**src/rtl/multicycle_ctrl_pkg.sv**
```systemverilog
// Shared definitions for the multi-cycle main control unit: opcodes, state
// encodings, ALU-op codes, datapath mux selects and the internal control word.
package ctrl_pkg;

  localparam int unsigned OP_W       = 6;
  localparam int unsigned STATE_W    = 3;
  localparam int unsigned ALU_CODE_W = 3;

  // Opcodes recognised by the decoder
  localparam logic [OP_W-1:0] OP_RTYPE = 6'h00;
  localparam logic [OP_W-1:0] OP_J     = 6'h02;
  localparam logic [OP_W-1:0] OP_JAL   = 6'h03;
  localparam logic [OP_W-1:0] OP_BEQ   = 6'h04;
  localparam logic [OP_W-1:0] OP_BNE   = 6'h05;
  localparam logic [OP_W-1:0] OP_ADDI  = 6'h08;
  localparam logic [OP_W-1:0] OP_SLTIU = 6'h09;
  localparam logic [OP_W-1:0] OP_ORI   = 6'h0d;
  localparam logic [OP_W-1:0] OP_LUI   = 6'h0f;
  localparam logic [OP_W-1:0] OP_LW    = 6'h23;
  localparam logic [OP_W-1:0] OP_SW    = 6'h2b;

  typedef enum logic [STATE_W-1:0] {
    ST_FETCH  = 3'd0,
    ST_DECODE = 3'd1,
    ST_EXEC   = 3'd2,
    ST_MEM    = 3'd3,
    ST_WB     = 3'd4
  } state_e;

  typedef enum logic [ALU_CODE_W-1:0] {
    ALU_ADD    = 3'd0,
    ALU_SUB    = 3'd1,
    ALU_RFUNCT = 3'd2,
    ALU_SLTU   = 3'd3,
    ALU_OR     = 3'd4,
    ALU_LUI    = 3'd5
  } alu_op_e;

  typedef enum logic [1:0] {
    PC_SRC_ALU    = 2'b00,
    PC_SRC_ALUOUT = 2'b01,
    PC_SRC_JUMP   = 2'b10
  } pc_src_e;

  typedef enum logic [1:0] {
    SRC_B_RT      = 2'b00,
    SRC_B_FOUR    = 2'b01,
    SRC_B_IMM     = 2'b10,
    SRC_B_IMM_SH2 = 2'b11
  } alu_src_b_e;

  typedef enum logic [1:0] {
    REG_DST_RT = 2'b00,
    REG_DST_RD = 2'b01,
    REG_DST_RA = 2'b10
  } reg_dst_e;

  typedef enum logic [1:0] {
    WB_SRC_ALUOUT = 2'b00,
    WB_SRC_MDR    = 2'b01,
    WB_SRC_PC     = 2'b10
  } mem_to_reg_e;

  // One cycle's worth of datapath control
  typedef struct packed {
    logic        mem_req;
    logic        mem_we;
    logic        i_or_d;
    logic        ir_write;
    logic        pc_write;
    pc_src_e     pc_src;
    logic        alu_src_a;
    alu_src_b_e  alu_src_b;
    alu_op_e     alu_op;
    reg_dst_e    reg_dst;
    mem_to_reg_e mem_to_reg;
    logic        reg_write;
    logic        illegal;
    logic        bus_err;
  } ctrl_word_t;

  // Opcode legality; j/jal only count when the jump feature is built in
  function automatic logic op_is_legal(input logic [OP_W-1:0] op, input logic jump_en);
    logic legal;
    legal = 1'b0;
    case (op)
      OP_RTYPE, OP_BEQ, OP_BNE, OP_ADDI, OP_SLTIU,
      OP_ORI, OP_LUI, OP_LW, OP_SW: legal = 1'b1;
      OP_J, OP_JAL:                 legal = jump_en;
      default:                      legal = 1'b0;
    endcase
    return legal;
  endfunction

endpackage

```
**src/rtl/multicycle_ctrl_if.sv**
```systemverilog
// Control bus between the multi-cycle controller (master) and the datapath
// / memory side (slave).
interface multicycle_ctrl_if #(
  parameter int unsigned ALU_OP_W = 3
);
  import ctrl_pkg::*;

  logic [OP_W-1:0]     instr_op_i;
  logic                zero_i;
  logic                mem_ack_i;
  logic                mem_req_o;
  logic                mem_we_o;
  logic                i_or_d_o;
  logic                ir_write_o;
  logic                pc_write_o;
  logic [1:0]          pc_src_o;
  logic                alu_src_a_o;
  logic [1:0]          alu_src_b_o;
  logic [ALU_OP_W-1:0] alu_op_o;
  logic [1:0]          reg_dst_o;
  logic [1:0]          mem_to_reg_o;
  logic                reg_write_o;
  logic                illegal_o;
  logic                bus_err_o;
  logic [STATE_W-1:0]  state_o;

  modport master (
    input  instr_op_i, zero_i, mem_ack_i,
    output mem_req_o, mem_we_o, i_or_d_o, ir_write_o, pc_write_o, pc_src_o,
           alu_src_a_o, alu_src_b_o, alu_op_o, reg_dst_o, mem_to_reg_o,
           reg_write_o, illegal_o, bus_err_o, state_o
  );

  modport slave (
    output instr_op_i, zero_i, mem_ack_i,
    input  mem_req_o, mem_we_o, i_or_d_o, ir_write_o, pc_write_o, pc_src_o,
           alu_src_a_o, alu_src_b_o, alu_op_o, reg_dst_o, mem_to_reg_o,
           reg_write_o, illegal_o, bus_err_o, state_o
  );

endinterface

```
**src/rtl/multicycle_ctrl_ack_timer.sv**
```systemverilog
// Memory-ack wait counter: counts request cycles without ack and flags a
// timeout on the last allowed cycle. ACK_TIMEOUT=0 removes the counter.
module ctrl_ack_timer #(
  parameter int unsigned ACK_TIMEOUT = 16
) (
  input  logic clk_i,
  input  logic rst_i,
  input  logic clear,
  input  logic ack,
  input  logic active,
  output logic timeout_c
);

  if (ACK_TIMEOUT > 0) begin : g_timer
    localparam int unsigned CNT_W = (ACK_TIMEOUT > 2) ? $clog2(ACK_TIMEOUT) : 1;

    logic [CNT_W-1:0] cnt_q;

    // Count unacknowledged request cycles; restart on clear
    always_ff @(posedge clk_i or negedge rst_i) begin
      if (!rst_i) begin
        cnt_q <= '0;
      end else if (clear) begin
        cnt_q <= '0;
      end else if (active && !ack) begin
        cnt_q <= cnt_q + CNT_W'(1);
      end
    end

    // Ack in the final cycle still wins over the timeout
    assign timeout_c = active && !ack && (cnt_q == CNT_W'(ACK_TIMEOUT - 1));
  end else begin : g_no_timer
    assign timeout_c = 1'b0;
  end

endmodule

```
**src/rtl/multicycle_ctrl.sv**
```systemverilog
// Multi-cycle main control unit: FETCH/DECODE/EXEC/MEM/WB sequencing with a
// memory handshake, branch resolution, illegal-opcode and ack-timeout
// detection. Define MULTICYCLE_CTRL_JUMP_EN to decode j/jal.
module multicycle_ctrl
  import ctrl_pkg::*;
#(
  parameter int unsigned ALU_OP_W    = 3,
  parameter int unsigned ACK_TIMEOUT = 16
) (
  input  logic                clk_i,
  input  logic                rst_i,
  multicycle_ctrl_if.master   bus
);

`ifdef MULTICYCLE_CTRL_JUMP_EN
  localparam logic JUMP_EN = 1'b1;
`else
  localparam logic JUMP_EN = 1'b0;
`endif

  state_e          state_q, state_d;
  logic [OP_W-1:0] op_q;
  ctrl_word_t      ctl, ctl_g;
  logic            mem_ack, zero, timeout_c, timer_clear, timer_active;
  logic [OP_W-1:0] instr_op;

  assign mem_ack  = bus.mem_ack_i;
  assign zero     = bus.zero_i;
  assign instr_op = bus.instr_op_i;

  // State register and opcode latch (captured in DECODE)
  always_ff @(posedge clk_i or negedge rst_i) begin
    if (!rst_i) begin
      state_q <= ST_FETCH;
      op_q    <= '0;
    end else begin
      state_q <= state_d;
      if (state_q == ST_DECODE) op_q <= instr_op;
    end
  end

  // Next state and per-state datapath control
  always_comb begin
    state_d = state_q;
    ctl     = '0;
    case (state_q)
      ST_FETCH: begin
        ctl.mem_req   = 1'b1;
        ctl.alu_src_b = SRC_B_FOUR;
        ctl.alu_op    = ALU_ADD;
        ctl.pc_src    = PC_SRC_ALU;
        if (mem_ack) begin
          ctl.ir_write = 1'b1;
          ctl.pc_write = 1'b1;
          state_d      = ST_DECODE;
        end else if (timeout_c) begin
          ctl.bus_err = 1'b1;
          state_d     = ST_FETCH;
        end
      end
      ST_DECODE: begin
        ctl.alu_src_b = SRC_B_IMM_SH2;
        ctl.alu_op    = ALU_ADD;
        if (!op_is_legal(instr_op, JUMP_EN)) begin
          ctl.illegal = 1'b1;
          state_d     = ST_FETCH;
        end else if (JUMP_EN && (instr_op == OP_J || instr_op == OP_JAL)) begin
          ctl.pc_write = 1'b1;
          ctl.pc_src   = PC_SRC_JUMP;
          if (instr_op == OP_JAL) begin
            ctl.reg_write  = 1'b1;
            ctl.reg_dst    = REG_DST_RA;
            ctl.mem_to_reg = WB_SRC_PC;
          end
          state_d = ST_FETCH;
        end else begin
          state_d = ST_EXEC;
        end
      end
      ST_EXEC: begin
        ctl.alu_src_a = 1'b1;
        state_d       = ST_WB;
        case (op_q)
          OP_RTYPE: begin
            ctl.alu_src_b = SRC_B_RT;
            ctl.alu_op    = ALU_RFUNCT;
          end
          OP_ADDI: begin
            ctl.alu_src_b = SRC_B_IMM;
            ctl.alu_op    = ALU_ADD;
          end
          OP_LW, OP_SW: begin
            ctl.alu_src_b = SRC_B_IMM;
            ctl.alu_op    = ALU_ADD;
            state_d       = ST_MEM;
          end
          OP_SLTIU: begin
            ctl.alu_src_b = SRC_B_IMM;
            ctl.alu_op    = ALU_SLTU;
          end
          OP_ORI: begin
            ctl.alu_src_b = SRC_B_IMM;
            ctl.alu_op    = ALU_OR;
          end
          OP_LUI: begin
            ctl.alu_src_b = SRC_B_IMM;
            ctl.alu_op    = ALU_LUI;
          end
          OP_BEQ, OP_BNE: begin
            ctl.alu_src_b = SRC_B_RT;
            ctl.alu_op    = ALU_SUB;
            ctl.pc_src    = PC_SRC_ALUOUT;
            ctl.pc_write  = ((op_q == OP_BEQ) && zero) || ((op_q == OP_BNE) && !zero);
            state_d       = ST_FETCH;
          end
          default: state_d = ST_WB;
        endcase
      end
      ST_MEM: begin
        ctl.mem_req = 1'b1;
        ctl.i_or_d  = 1'b1;
        ctl.mem_we  = (op_q == OP_SW);
        if (mem_ack) begin
          state_d = (op_q == OP_LW) ? ST_WB : ST_FETCH;
        end else if (timeout_c) begin
          ctl.bus_err = 1'b1;
          state_d     = ST_FETCH;
        end
      end
      ST_WB: begin
        ctl.reg_write = 1'b1;
        if (op_q == OP_RTYPE) begin
          ctl.reg_dst = REG_DST_RD;
        end else if (op_q == OP_LW) begin
          ctl.mem_to_reg = WB_SRC_MDR;
        end
        state_d = ST_FETCH;
      end
      default: state_d = ST_FETCH;
    endcase
  end

  // Restart the wait count whenever a request phase is (re)entered
  assign timer_active = (state_q == ST_FETCH) || (state_q == ST_MEM);
  assign timer_clear  = (state_d != state_q) || timeout_c;

  ctrl_ack_timer #(
    .ACK_TIMEOUT (ACK_TIMEOUT)
  ) u_ack_timer (
    .clk_i     (clk_i),
    .rst_i     (rst_i),
    .clear     (timer_clear),
    .ack       (mem_ack),
    .active    (timer_active),
    .timeout_c (timeout_c)
  );

  // Reset forces every control line low, including ack-qualified strobes
  assign ctl_g = rst_i ? ctl : '0;

  assign bus.mem_req_o    = ctl_g.mem_req;
  assign bus.mem_we_o     = ctl_g.mem_we;
  assign bus.i_or_d_o     = ctl_g.i_or_d;
  assign bus.ir_write_o   = ctl_g.ir_write;
  assign bus.pc_write_o   = ctl_g.pc_write;
  assign bus.pc_src_o     = ctl_g.pc_src;
  assign bus.alu_src_a_o  = ctl_g.alu_src_a;
  assign bus.alu_src_b_o  = ctl_g.alu_src_b;
  assign bus.alu_op_o     = ALU_OP_W'(ctl_g.alu_op);
  assign bus.reg_dst_o    = ctl_g.reg_dst;
  assign bus.mem_to_reg_o = ctl_g.mem_to_reg;
  assign bus.reg_write_o  = ctl_g.reg_write;
  assign bus.illegal_o    = ctl_g.illegal;
  assign bus.bus_err_o    = ctl_g.bus_err;
  assign bus.state_o      = rst_i ? STATE_W'(state_q) : STATE_W'(0);

endmodule

```
**src/flat_wrapper.sv**
```systemverilog
// flat-port wrapper written by rule: the top's interface ports become plain ports
module multicycle_ctrl_flat import ctrl_pkg::*;
#(
  parameter int unsigned ALU_OP_W    = 3,
  parameter int unsigned ACK_TIMEOUT = 16
)
  (clk_i, rst_i, bus_instr_op_i, bus_zero_i, bus_mem_ack_i, bus_mem_req_o, bus_mem_we_o, bus_i_or_d_o, bus_ir_write_o, bus_pc_write_o, bus_pc_src_o, bus_alu_src_a_o, bus_alu_src_b_o, bus_alu_op_o, bus_reg_dst_o, bus_mem_to_reg_o, bus_reg_write_o, bus_illegal_o, bus_bus_err_o, bus_state_o);
  multicycle_ctrl_if #(.ALU_OP_W(ALU_OP_W)) bus_i ();
  input  logic clk_i;
  input  logic rst_i;
  input wire logic [$bits(bus_i.instr_op_i)-1:0] bus_instr_op_i;
  input wire logic [$bits(bus_i.zero_i)-1:0] bus_zero_i;
  input wire logic [$bits(bus_i.mem_ack_i)-1:0] bus_mem_ack_i;
  output wire logic [$bits(bus_i.mem_req_o)-1:0] bus_mem_req_o;
  output wire logic [$bits(bus_i.mem_we_o)-1:0] bus_mem_we_o;
  output wire logic [$bits(bus_i.i_or_d_o)-1:0] bus_i_or_d_o;
  output wire logic [$bits(bus_i.ir_write_o)-1:0] bus_ir_write_o;
  output wire logic [$bits(bus_i.pc_write_o)-1:0] bus_pc_write_o;
  output wire logic [$bits(bus_i.pc_src_o)-1:0] bus_pc_src_o;
  output wire logic [$bits(bus_i.alu_src_a_o)-1:0] bus_alu_src_a_o;
  output wire logic [$bits(bus_i.alu_src_b_o)-1:0] bus_alu_src_b_o;
  output wire logic [$bits(bus_i.alu_op_o)-1:0] bus_alu_op_o;
  output wire logic [$bits(bus_i.reg_dst_o)-1:0] bus_reg_dst_o;
  output wire logic [$bits(bus_i.mem_to_reg_o)-1:0] bus_mem_to_reg_o;
  output wire logic [$bits(bus_i.reg_write_o)-1:0] bus_reg_write_o;
  output wire logic [$bits(bus_i.illegal_o)-1:0] bus_illegal_o;
  output wire logic [$bits(bus_i.bus_err_o)-1:0] bus_bus_err_o;
  output wire logic [$bits(bus_i.state_o)-1:0] bus_state_o;
  assign bus_i.instr_op_i = bus_instr_op_i;
  assign bus_i.zero_i = bus_zero_i;
  assign bus_i.mem_ack_i = bus_mem_ack_i;
  assign bus_mem_req_o = bus_i.mem_req_o;
  assign bus_mem_we_o = bus_i.mem_we_o;
  assign bus_i_or_d_o = bus_i.i_or_d_o;
  assign bus_ir_write_o = bus_i.ir_write_o;
  assign bus_pc_write_o = bus_i.pc_write_o;
  assign bus_pc_src_o = bus_i.pc_src_o;
  assign bus_alu_src_a_o = bus_i.alu_src_a_o;
  assign bus_alu_src_b_o = bus_i.alu_src_b_o;
  assign bus_alu_op_o = bus_i.alu_op_o;
  assign bus_reg_dst_o = bus_i.reg_dst_o;
  assign bus_mem_to_reg_o = bus_i.mem_to_reg_o;
  assign bus_reg_write_o = bus_i.reg_write_o;
  assign bus_illegal_o = bus_i.illegal_o;
  assign bus_bus_err_o = bus_i.bus_err_o;
  assign bus_state_o = bus_i.state_o;
  multicycle_ctrl #(.ALU_OP_W(ALU_OP_W), .ACK_TIMEOUT(ACK_TIMEOUT)) u_core (.clk_i(clk_i), .rst_i(rst_i), .bus(bus_i));
endmodule
```
**config.mk**
```make
export PLATFORM = sky130hd
export DESIGN_NAME = multicycle_ctrl_flat
export DESIGN_NICKNAME = d
export VERILOG_FILES = /design/src/rtl/multicycle_ctrl_pkg.sv /design/src/rtl/multicycle_ctrl_if.sv /design/src/rtl/multicycle_ctrl_ack_timer.sv /design/src/rtl/multicycle_ctrl.sv /design/src/flat_wrapper.sv
export SDC_FILE = /design/constraint.sdc
export NUM_CORES = 1
export LEC_CHECK = 0
export BUFFER_PORTS_ARGS = -buffer_cell sky130_fd_sc_hd__buf_2
export CELL_PAD_IN_SITES_DETAIL_PLACEMENT = 1
export CELL_PAD_IN_SITES_GLOBAL_PLACEMENT = 1
export CORE_ASPECT_RATIO = 0.5
export CORE_MARGIN = 5
export CORE_UTILIZATION = 32
export DETAILED_ROUTE_END_ITERATION = 7
export GPL_TIMING_DRIVEN = 0
export PLACE_DENSITY = 0.71
export SLEW_MARGIN = 10
export SYNTH_ARGS = -nofsm -noshare
export SYNTH_HDL_FRONTEND = slang
export SYNTH_SLANG_ARGS = --single-unit
```
**constraint.sdc**
```tcl
create_clock -name clk_i -period 1.4 [get_ports clk_i]
set_clock_uncertainty 0.1 [all_clocks]
set_input_delay 0.14 -clock clk_i [delete_from_list [all_inputs] [get_ports clk_i]]
set_output_delay 0.14 -clock clk_i [all_outputs]
set_load 0.05 [all_outputs]
```
==> results.py, run 1 <==
metrics = {
    "route": {
        "viasPerCell": 5.13,
        "vias": 1113,
        "route.detailed.wl_per_inst_microns": 23.0,
        "drtAntennaViolNets": 0,
        "wirelength_microns": 5000,
        "drc": 0,
        "drt-initial-drc-count": 46,
        "firstDrtPassIters": 4,
    },
    "power": {
        "leakage_nw": 0.940,
        "p_total_w": 0.00197,
        "peakVddDrop_mv": 0.866,
        "p_per_area_nw_per_um2": 962,
    },
    "floorplanning": {
        "start_util_pct": 32.6,
        "rows": 14,
        "ios": 33,
        "coreArea_sq_um": 2940,
        "die_w_microns": 87.4,
        "dieArea_sq_um": 4260,
        "dieHeight_microns": 48.7,
    },
    "sta": {
        "holdWs_ns": 0.0522,
        "drv_slew": 0,
        "fin_crit_sh_pct": 138,
        "worst_pin_slew_ns": 0.668,
        "setup_viol": 33,
        "min_period_ns": 1.93,
        "fmax_ghz": 0.518,
        "rsz0062_at_grt": "true",
        "final.setup.worst_slack_ns": -0.529,
        "hold_viol": 0,
        "timing.slew.headroom_pct": 55.3,
    },
    "logic_synthesis": {
        "synth-seq-area-share_pct": 33.9,
        "netlist-cell-type-count": 45,
        "synth_area_sq_um": 958,
        "synth_area_leader_cell": "dfrtp_1",
        "yosys_register_bits": 13,
        "synth_edf_count": 0,
        "syn-instance-count": 102,
        "synth_area_per_cell_sq_um": 9.40,
        "yosysWarnings": 0,
        "synthArstFlopShare_pct": 100,
        "synth_area_leaders": "dfrtp_1 34%, mux2_2 5.9%, nand2b_4 4.3%",
        "synth_ff_type": "dfrtp_1",
        "synth_top_area_share_pct": 33.9,
    },
    "finish": {
        "fillCellCount": 291,
        "layout-drive-gt1-share_pct": 76.8,
        "nets": 189,
        "multi_input_area_sq_um": 830,
        "final_area_sq_um": 2050,
        "antenna_cells": 0,
        "regArea_sq_um": 332,
        "area_growth_pct": 114,
    },
    "hold_path": {
        "hold_path.startpoint": "bus_instr_op_i[1]",
        "hold_path_end": "u_core.op_q[1]$_DFFE_PN0N_",
        "min_path_type": "in2reg",
        "hold_depth": 2,
    },
    "global_route": {
        "grt_max_degree": 14,
        "grt_use_total_pct": 20.0,
        "antenna_found_initial": 0,
        "gr-total-overflow": 0,
        "first_global_vias": 1148,
        "grt_pass1_wl_microns": 6550,
    },
    "clock_network": {
        "clockBufferDepth": 2,
        "htreeDepth": 1,
        "clk_pin_slew_ns": 0.06,
        "cts_num_sinks": 13,
        "clockRootBuffer": "clkbuf_8",
        "cts_tree": "done",
        "cts_made_buffers": 3,
        "clock_insertion_delay_worst_skew_ns": 0.26,
    },
    "placed_design": {
        "hpwlAfterDp_microns": 2070,
        "place_congestion": 0.664,
        "portBuffers": 29,
        "dpl_cell_area_sq_um": 1290,
        "place_ws_ns": -0.543,
    },
    "worst_setup_path": {
        "rr_worst_depth": 7,
        "critPathLaunch": "u_core.op_q[2]$_DFFE_PN0N_",
        "worstSetupPathType": "reg2out",
        "arrival_ns": 1.69,
        "cp_max_fo": 3,
        "cp.required_ns": 1.16,
        "r2r_setup_slack_ns": -0.26,
        "endpoint_kind": "output port",
        "r2r-start": "u_core.state_q[1]$_DFF_PN0_",
        "cp-start-kind": "flip-flop",
        "r2r-end": "u_core.u_ack_timer.g_timer.cnt_q[1]$_DFFE_PN0P_",
    },
    "flow_run": {
        "max_cap_viol_count": 0,
    },
    "outcome": {
        "outcome": "complete, but fails checks",
        "violations": "negative setup slack",
    },
}
[layout by cell type (no fill, tap or decap), types with 4 or more instances in the layout]
cell type and count:
nand2_4 4, buf_8 10, nor2_4 10, mux2_4 4, nand2_1 4, xor2_1 4
buf_2 9, dfrtp_1 8, buf_4 22, buf_6 31, dfrtp_2 5
[worst max path at each step]
stage	endpoint	slack, ns	depth (start not counted)
finish	bus_alu_src_b_o[1]	-0.53	5
global route	bus_alu_src_b_o[1]	-0.59	5
CTS	bus_alu_src_b_o[1]	-0.48	5
detailed placement	bus_alu_src_b_o[1]	-0.54	5
global placement	bus_alu_src_b_o[1]	-0.52	5
floorplan	bus_alu_op_o[0]	-0.51	5
[cell families (layout without fill, tap and decap cells)]
family	count (synthesis)	in the layout	synth area share, %
compound gates	13	13	9.53
other cells	1	3	0.391
fa+ha+maj	1	1	1.31
xor+xnor	5	5	4.57
flops	13	13	33.9
buf+inv	11	84	6.92
mux	5	5	5.87
simple gates	53	53	37.5
[per-layer routing]
| metal | routed length, microns | track usage (%) | up-vias |
|---|---|---|---|
| li1 | - | - | 515 |
| met1 | 2320 | 25.6 | 570 |
| met2 | 2470 | 34.5 | 21 |
| met3 | 139 | 3.90 | 7 |
| met4 | 68 | 4.85 | 0 |
| met5 | 0 | 0 | - |
[critical path: stages, from the launching register on]
cell      delay [ns]
dfrtp_2         0.43
or2_4           0.26
a211oi_2        0.24
a21oi_2         0.08
o32ai_4         0.22
buf_6           0.19
[area by class of cell]
class                   count  share of cell area, %
flip-flops and latches     13                   16.2
plain buffers               6                   2.56
repair buffers             70                   35.4
inverters                   4                  0.732
well taps                  40                   2.44
clock buffers               4                   2.20
multi-input cells          80                   40.5
[cells in the mapped netlist, types with 2 or more instances]
| cell type | n |
|---|---|
| nor3_1 | 3 |
| nor3_2 | 2 |
| o21ai_0 | 2 |
| and3_1 | 3 |
| nor2_2 | 2 |
| mux2_2 | 5 |
| a21oi_1 | 2 |
| buf_4 | 4 |
| nand4b_1 | 3 |
| a31oi_1 | 2 |
| and2_1 | 3 |
| nand2b_4 | 3 |
| inv_1 | 4 |
| nor2_1 | 11 |
| dfrtp_1 | 13 |
| nand3b_1 | 2 |
| xor2_1 | 4 |
| nand2_1 | 7 |
[power by group]
| part | internal (W) | switching [W] | leakage (nW) |
|---|---|---|---|
| logic | 0.000519 | 0.000561 | 0.757 |
| clock network | 0.000203 | 0.000163 | 0.0228 |
| registers | 0.000448 | 0.0000791 | 0.160 |
| total | 0.00117 | 0.000803 | 0.940 |
[sequential cells by signal, summed over array words and instances, names as in the netlist]
name	cells
u_core.u_ack_timer.g_timer.cnt_q	4
u_core.state_q	3
u_core.op_q	6
[per-stage QoR]
stage          utilization, %  instances  TNS (ns)
5_1_grt                  69.7        217    -10.45
3_3_place_gp             43.8        173     -4.58
4_1_cts                  61.0        199     -7.06
6_report                 69.7        217     -9.32
2_1_floorplan               -        104     -4.59
3_5_place_dp             43.8        173     -5.10
[timing repair]
action,in CTS,in global routing
setup buffers,22,20
hold buffers,1,0
pin swaps,16,10
hold endpoints to repair,13,0
resized for setup,81,33
endpoints found under the setup margin,30,33
Power figures use the tool's default switching activity.
==> inputs of run 2 (changes only) <==
==> constraint.sdc (replaced) <==
create_clock -name clk_i -period 1.7 [get_ports clk_i]
set_clock_uncertainty 0.1 [all_clocks]
set_input_delay 0.17 -clock clk_i [delete_from_list [all_inputs] [get_ports clk_i]]
set_output_delay 0.17 -clock clk_i [all_outputs]
set_load 0.05 [all_outputs]
==> run 2 against run 1 <==
The flow still finishes with violations (negative setup slack). Die area did not move. Largest power group unchanged. Final cell count fell by 9.7%. Core utilization fell by 13 points. Non-clock buffer count fell by 21. Register-to-register slack improved by 0.29 ns.
==> results.py, run 2 (synthesis results as in run 1) <==
metrics = {
    "finish": {
        "final_common_cell": "buf_2",
        "layout-drive-gt1-share_pct": 67.3,
        "area_growth_pct": 75.5,
        "antenna_cells": 0,
        "layout.cells.non_filler": 196,
        "largest_reg_flops": 6,
        "final_cell_mix": "16 x buf_2, 15 x buf_6, 15 x buf_4",
        "nets": 168,
        "top_regs": "u_core.op_q (6), u_core.u_ack_timer.g_timer.cnt_q (4), u_core.state_q (3)",
        "top_register": "u_core.op_q",
    },
    "route": {
        "firstDrtPassIters": 4,
        "drtAntennaViolNets": 0,
        "viasPerCell": 5.14,
        "route.detailed.wl_per_inst_microns": 18.8,
        "wirelength_microns": 3680,
        "drt-initial-drc-count": 24,
        "drc": 0,
        "vias": 1007,
    },
    "power": {
        "intPower_w": 0.000848,
        "p_comb_share_pct": 49.3,
        "power_frac_clock_pct": 19.9,
        "swShare_pct": 40.8,
        "leakage_nw": 0.753,
        "p_per_area_nw_per_um2": 851,
        "peakVddDrop_mv": 0.355,
        "power_frac_seq_pct": 30.7,
        "p_sw_w": 0.000584,
    },
    "worst_setup_path": {
        "rr_worst_depth": 6,
        "arrival_ns": 1.64,
        "r2r-end": "u_core.state_q[2]$_DFF_PN0_",
        "r2r_setup_slack_ns": 0.03,
        "cp.required_ns": 1.43,
        "r2r-start": "u_core.op_q[1]$_DFFE_PN0N_",
        "cp-endpoint": "bus_alu_src_b_o[1]",
        "worstSetupPathType": "reg2out",
        "cp-start-kind": "flip-flop",
        "endpoint_kind": "output port",
        "critPathLaunch": "u_core.op_q[0]$_DFFE_PN0N_",
        "cp_max_fo": 9,
    },
    "clock_network": {
        "clockRootBuffer": "clkbuf_8",
        "cts_tree": "done",
        "htreeDepth": 1,
        "clockBufferDepth": 2,
        "cts_made_buffers": 3,
        "clk_pin_slew_ns": 0.06,
        "cts_num_sinks": 13,
        "clock_insertion_delay_worst_skew_ns": 0.25,
    },
    "global_route": {
        "antenna_found_initial": 0,
        "grt_use_total_pct": 16.2,
        "first_global_vias": 1016,
        "grt_max_degree": 14,
        "gr-total-overflow": 0,
        "grt_pass1_wl_microns": 5340,
    },
    "sta": {
        "min_period_ns": 1.91,
        "fin_crit_sh_pct": 112,
        "timing.slew.headroom_pct": 57.7,
        "final.setup.worst_slack_ns": -0.208,
        "rsz0062_at_grt": "true",
        "hold_viol": 0,
        "worst_pin_slew_ns": 0.632,
        "setup_viol": 12,
        "drv_slew": 0,
        "fmax_ghz": 0.524,
    },
    "flow_run": {
        "max_cap_viol_count": 0,
    },
    "placed_design": {
        "portBuffers": 29,
        "hpwlAfterDp_microns": 1910,
        "place_ws_ns": -0.246,
        "dpl.cell_count": 173,
        "place_congestion": 0.728,
    },
    "floorplanning": {
        "ios": 33,
        "start_util_pct": 32.6,
        "coreArea_sq_um": 2940,
        "dieHeight_microns": 48.7,
        "dieArea_sq_um": 4260,
        "rows": 14,
        "die_w_microns": 87.4,
    },
    "hold_path": {
        "min_path_type": "in2reg",
        "hold_depth": 2,
    },
    "outcome": {
        "violations": "negative setup slack",
        "outcome": "complete, but fails checks",
    },
}
-- run 2: worst min path at each step --
| stage | end | start |
|---|---|---|
| floorplan | u_core.op_q[0]$_DFFE_PN0N_ | rst_i |
| global placement | u_core.state_q[1]$_DFF_PN0_ | rst_i |
| detailed placement | u_core.op_q[5]$_DFFE_PN0N_ | rst_i |
| CTS | u_core.op_q[1]$_DFFE_PN0N_ | bus_instr_op_i[1] |
| global route | u_core.op_q[1]$_DFFE_PN0N_ | bus_instr_op_i[1] |
| finish | u_core.op_q[1]$_DFFE_PN0N_ | bus_instr_op_i[1] |
-- run 2: power groups by stage --
| stage | logic [W] | registers [W] | clock network (W) |
|---|---|---|---|
| after global placement | 0.000458 | 0.000429 | 0 |
| after detailed placement | 0.000465 | 0.000431 | 0 |
| after global routing | 0.000752 | 0.000443 | 0.000311 |
| final | 0.000706 | 0.000440 | 0.000285 |
| after CTS | 0.000607 | 0.000420 | 0.000291 |
| after floorplan | 0.000376 | 0.000414 | 0 |
-- run 2: layout make-up --
class                   instances  area, sq um
fillers                       339         1260
multi-input cells              80          751
repair buffers                 49          437
flip-flops and latches         13          332
plain buffers                   6         52.6
well taps                      40         50.0
clock buffers                   4         45.0
inverters                       4         15.0
-- run 2: worst max-delay path: stages (launching register included) --
cell and delay, ns:
dfrtp_1 0.33, clkbuf_4 0.21, nand2_1 0.11, a211oi_4 0.25, a21oi_2 0.07, o32ai_4 0.23, buf_6 0.20
-- run 2: metrics by stage --
stage	hold WS, ns	util, %	total power, W	setup TNS, ns	area [sq um]
2_1_floorplan	-0.226	-	0.000790	-1.18	1080
6_report	0.0914	57.1	0.00143	-1.33	1680
3_5_place_dp	0.0281	43.5	0.000896	-0.549	1280
4_1_cts	0.0882	54.0	0.00132	-1.10	1590
3_3_place_gp	0.0280	43.5	0.000887	-0.548	1280
5_1_grt	0.0992	57.1	0.00151	-2.09	1680
-- run 2: per-layer routing --
layer  GRT usage [%]  vias up  share of wire [%]
met5               0        -                  0
met2            27.5       17                 50
li1                -      465                  -
met4            4.59        0                1.6
met3            3.05        7                3.0
met1            20.9      518                 45
-- run 2: repair_timing --
action	CTS	global route
buffers inserted	14	5
resized for setup	45	19
pin swaps	12	7
hold buffers	1	0
setup endpoints to repair	14	21
endpoints found under the hold margin	13	0
==> inputs of run 3 (changes only) <==
--- a/config.mk
+++ b/config.mk
@@ -13,7 +13,7 @@
 export CORE_UTILIZATION = 32
 export DETAILED_ROUTE_END_ITERATION = 7
 export GPL_TIMING_DRIVEN = 0
-export PLACE_DENSITY = 0.71
+export PLACE_DENSITY = 0.76
 export SLEW_MARGIN = 10
 export SYNTH_ARGS = -nofsm -noshare
 export SYNTH_HDL_FRONTEND = slang
==> run 3 against run 2 <==
Worst hold slack barely moved. Non-clock buffer count rose by 2. Critical endpoint is now bus_mem_to_reg_o[0]. Highest routed layer unchanged. Sequential power fell by 2%. The flow still finishes with violations (negative setup slack). Design area rose by 0.74%. Count of clock-buffer cells in the layout did not move. Core utilization rose by 0.43 points. Total power fell by 0.13%.
==> results.py, run 3 (synthesis results as in run 1) <==
metrics = {
    "placed_design": {
        "place_congestion": 0.666,
        "place_ws_ns": -0.237,
        "hpwlAfterDp_microns": 2000,
        "portBuffers": 29,
        "dpl_cell_area_sq_um": 1280,
    },
    "global_route": {
        "grt_use_total_pct": 17.2,
        "first_global_vias": 1098,
        "gr-total-overflow": 0,
        "grt_pass1_wl_microns": 5600,
        "antenna_found_initial": 0,
        "grt_max_degree": 14,
    },
    "sta": {
        "drv_slew": 0,
        "worst_pin_slew_ns": 0.645,
        "fmax_ghz": 0.522,
        "hold_viol": 0,
        "rsz0062_at_grt": "true",
        "fin_crit_sh_pct": 113,
        "setup_viol": 14,
        "final.setup.worst_slack_ns": -0.215,
        "min_period_ns": 1.92,
        "fin_tns_setup_ns": -1.70,
        "timing.slew.headroom_pct": 56.9,
    },
    "worst_setup_path": {
        "arrival_ns": 1.65,
        "cp.required_ns": 1.43,
        "critPathLaunch": "u_core.op_q[2]$_DFFE_PN0N_",
        "cp_max_fo": 7,
        "endpoint_kind": "output port",
        "worstSetupPathType": "reg2out",
        "r2r-start": "u_core.op_q[2]$_DFFE_PN0N_",
        "worst_path_max_delay_cell": "dfrtp_2",
        "cp-start-kind": "flip-flop",
        "critical_path_buf_inv_count": 2,
        "cp_cell_sequence": "buf_4 > and3b_2 > and3b_4 > and3_4 > buf_8",
        "critical_path.top_delay_family": "simple AND/OR/NAND/NOR gates",
        "slowest_delay_ns": 0.41,
    },
    "route": {
        "viasPerCell": 5.05,
        "vias": 1000,
        "wirelength_microns": 3920,
        "drt-initial-drc-count": 30,
        "drtAntennaViolNets": 0,
        "firstDrtPassIters": 4,
        "route.detailed.wl_per_inst_microns": 19.8,
        "drc": 0,
    },
    "power": {
        "power_frac_seq_pct": 30.3,
        "peakVddDrop_mv": 0.378,
        "power_frac_clock_pct": 19.6,
        "p_total_w": 0.00143,
        "swShare_pct": 40.4,
        "p_per_area_nw_per_um2": 844,
        "p_sw_w": 0.000577,
        "intPower_w": 0.000852,
        "p_comb_share_pct": 50.2,
        "leakage_nw": 0.765,
    },
    "finish": {
        "antenna_cells": 0,
        "final_cell_mix": "19 x buf_4, 14 x buf_6, 14 x buf_2",
        "largest_reg_flops": 6,
        "area_growth_pct": 76.8,
        "fillCellCount": 319,
        "final_area_sq_um": 1690,
        "nets": 170,
        "final_common_cell": "buf_4",
        "top_register": "u_core.op_q",
        "fin_util_pct": 57.6,
        "top_regs": "u_core.op_q (6), u_core.u_ack_timer.g_timer.cnt_q (4), u_core.state_q (3)",
        "layout-drive-gt1-share_pct": 67.7,
    },
    "clock_network": {
        "clockRootBuffer": "clkbuf_8",
        "clock_insertion_delay_worst_skew_ns": 0.25,
        "cts_num_sinks": 13,
        "cts_tree": "done",
        "cts_made_buffers": 3,
        "htreeDepth": 1,
        "clk_pin_slew_ns": 0.05,
        "clockBufferDepth": 2,
    },
    "floorplanning": {
        "start_util_pct": 32.6,
        "coreArea_sq_um": 2940,
        "rows": 14,
        "ios": 33,
        "dieHeight_microns": 48.7,
        "die_w_microns": 87.4,
        "dieArea_sq_um": 4260,
    },
    "outcome": {
        "violations": "negative setup slack",
        "outcome": "complete, but fails checks",
    },
    "flow_run": {
        "max_cap_viol_count": 0,
    },
    "hold_path": {
        "hold_path.startpoint": "bus_instr_op_i[4]",
        "min_path_type": "in2reg",
    },
}
run 3: area by class of cell:
cell class	count	area, sq um	area share, %
inverter	4	15.0	0.886
sequential	13	332	19.6
tap	40	50.0	2.95
clock buffer	4	45.0	2.66
multi-input combinational	80	747	44.1
buffer	6	52.6	3.10
timing repair buffer	51	453	26.7
run 3: through the flow:
| step | std cells | hold WS [ns] |
|---|---|---|
| floorplan | 104 | -0.226 |
| global placement | 173 | 0.0190 |
| detailed placement | 173 | 0.0224 |
| CTS | 192 | 0.0815 |
| global route | 198 | 0.0873 |
| finish | 198 | 0.0909 |
run 3: power groups by stage:
stage / registers [W] / logic [W] / clock network, W
after CTS: 0.000423 / 0.000613 / 0.000294
after detailed placement: 0.000431 / 0.000466 / 0
final: 0.000432 / 0.000717 / 0.000280
after global placement: 0.000428 / 0.000453 / 0
after global routing: 0.000438 / 0.000752 / 0.000302
after floorplan: 0.000414 / 0.000376 / 0
run 3: what timing repair did:
| item | CTS | global route |
|---|---|---|
| endpoints found under the setup margin | 13 | 24 |
| buffers inserted | 14 | 6 |
| hold buffers | 1 | 0 |
| endpoints found under the hold margin | 13 | 0 |
| pin swaps | 13 | 9 |
| gates resized for setup | 49 | 17 |
| gates cloned | 1 | 0 |
run 3: path summary, 6_finish.rpt:
check | to | slack (ns) | depth (start not counted)
min in group asynchronous | u_core.op_q[3]$_DFFE_PN0N_ | 0.52 | 2
min | u_core.op_q[4]$_DFFE_PN0N_ | 0.09 | 2
max reg2reg | u_core.state_q[0]$_DFF_PN0_ | -0.09 | 6
max | bus_mem_to_reg_o[0] | -0.22 | 5
max in group asynchronous | u_core.state_q[2]$_DFF_PN0_ | 0.52 | 2
min reg2reg | u_core.u_ack_timer.g_timer.cnt_q[2]$_DFFE_PN0P_ | 0.48 | 2
run 3: metal layers:
metal | routed length, microns | part of all wire [%] | GRT usage, %
met2 | 2040 | 52 | 31.0
met1 | 1690 | 43 | 19.8
met4 | 76 | 1.9 | 6.12
met5 | 0 | 0 | 0
met3 | 111 | 2.8 | 4.07
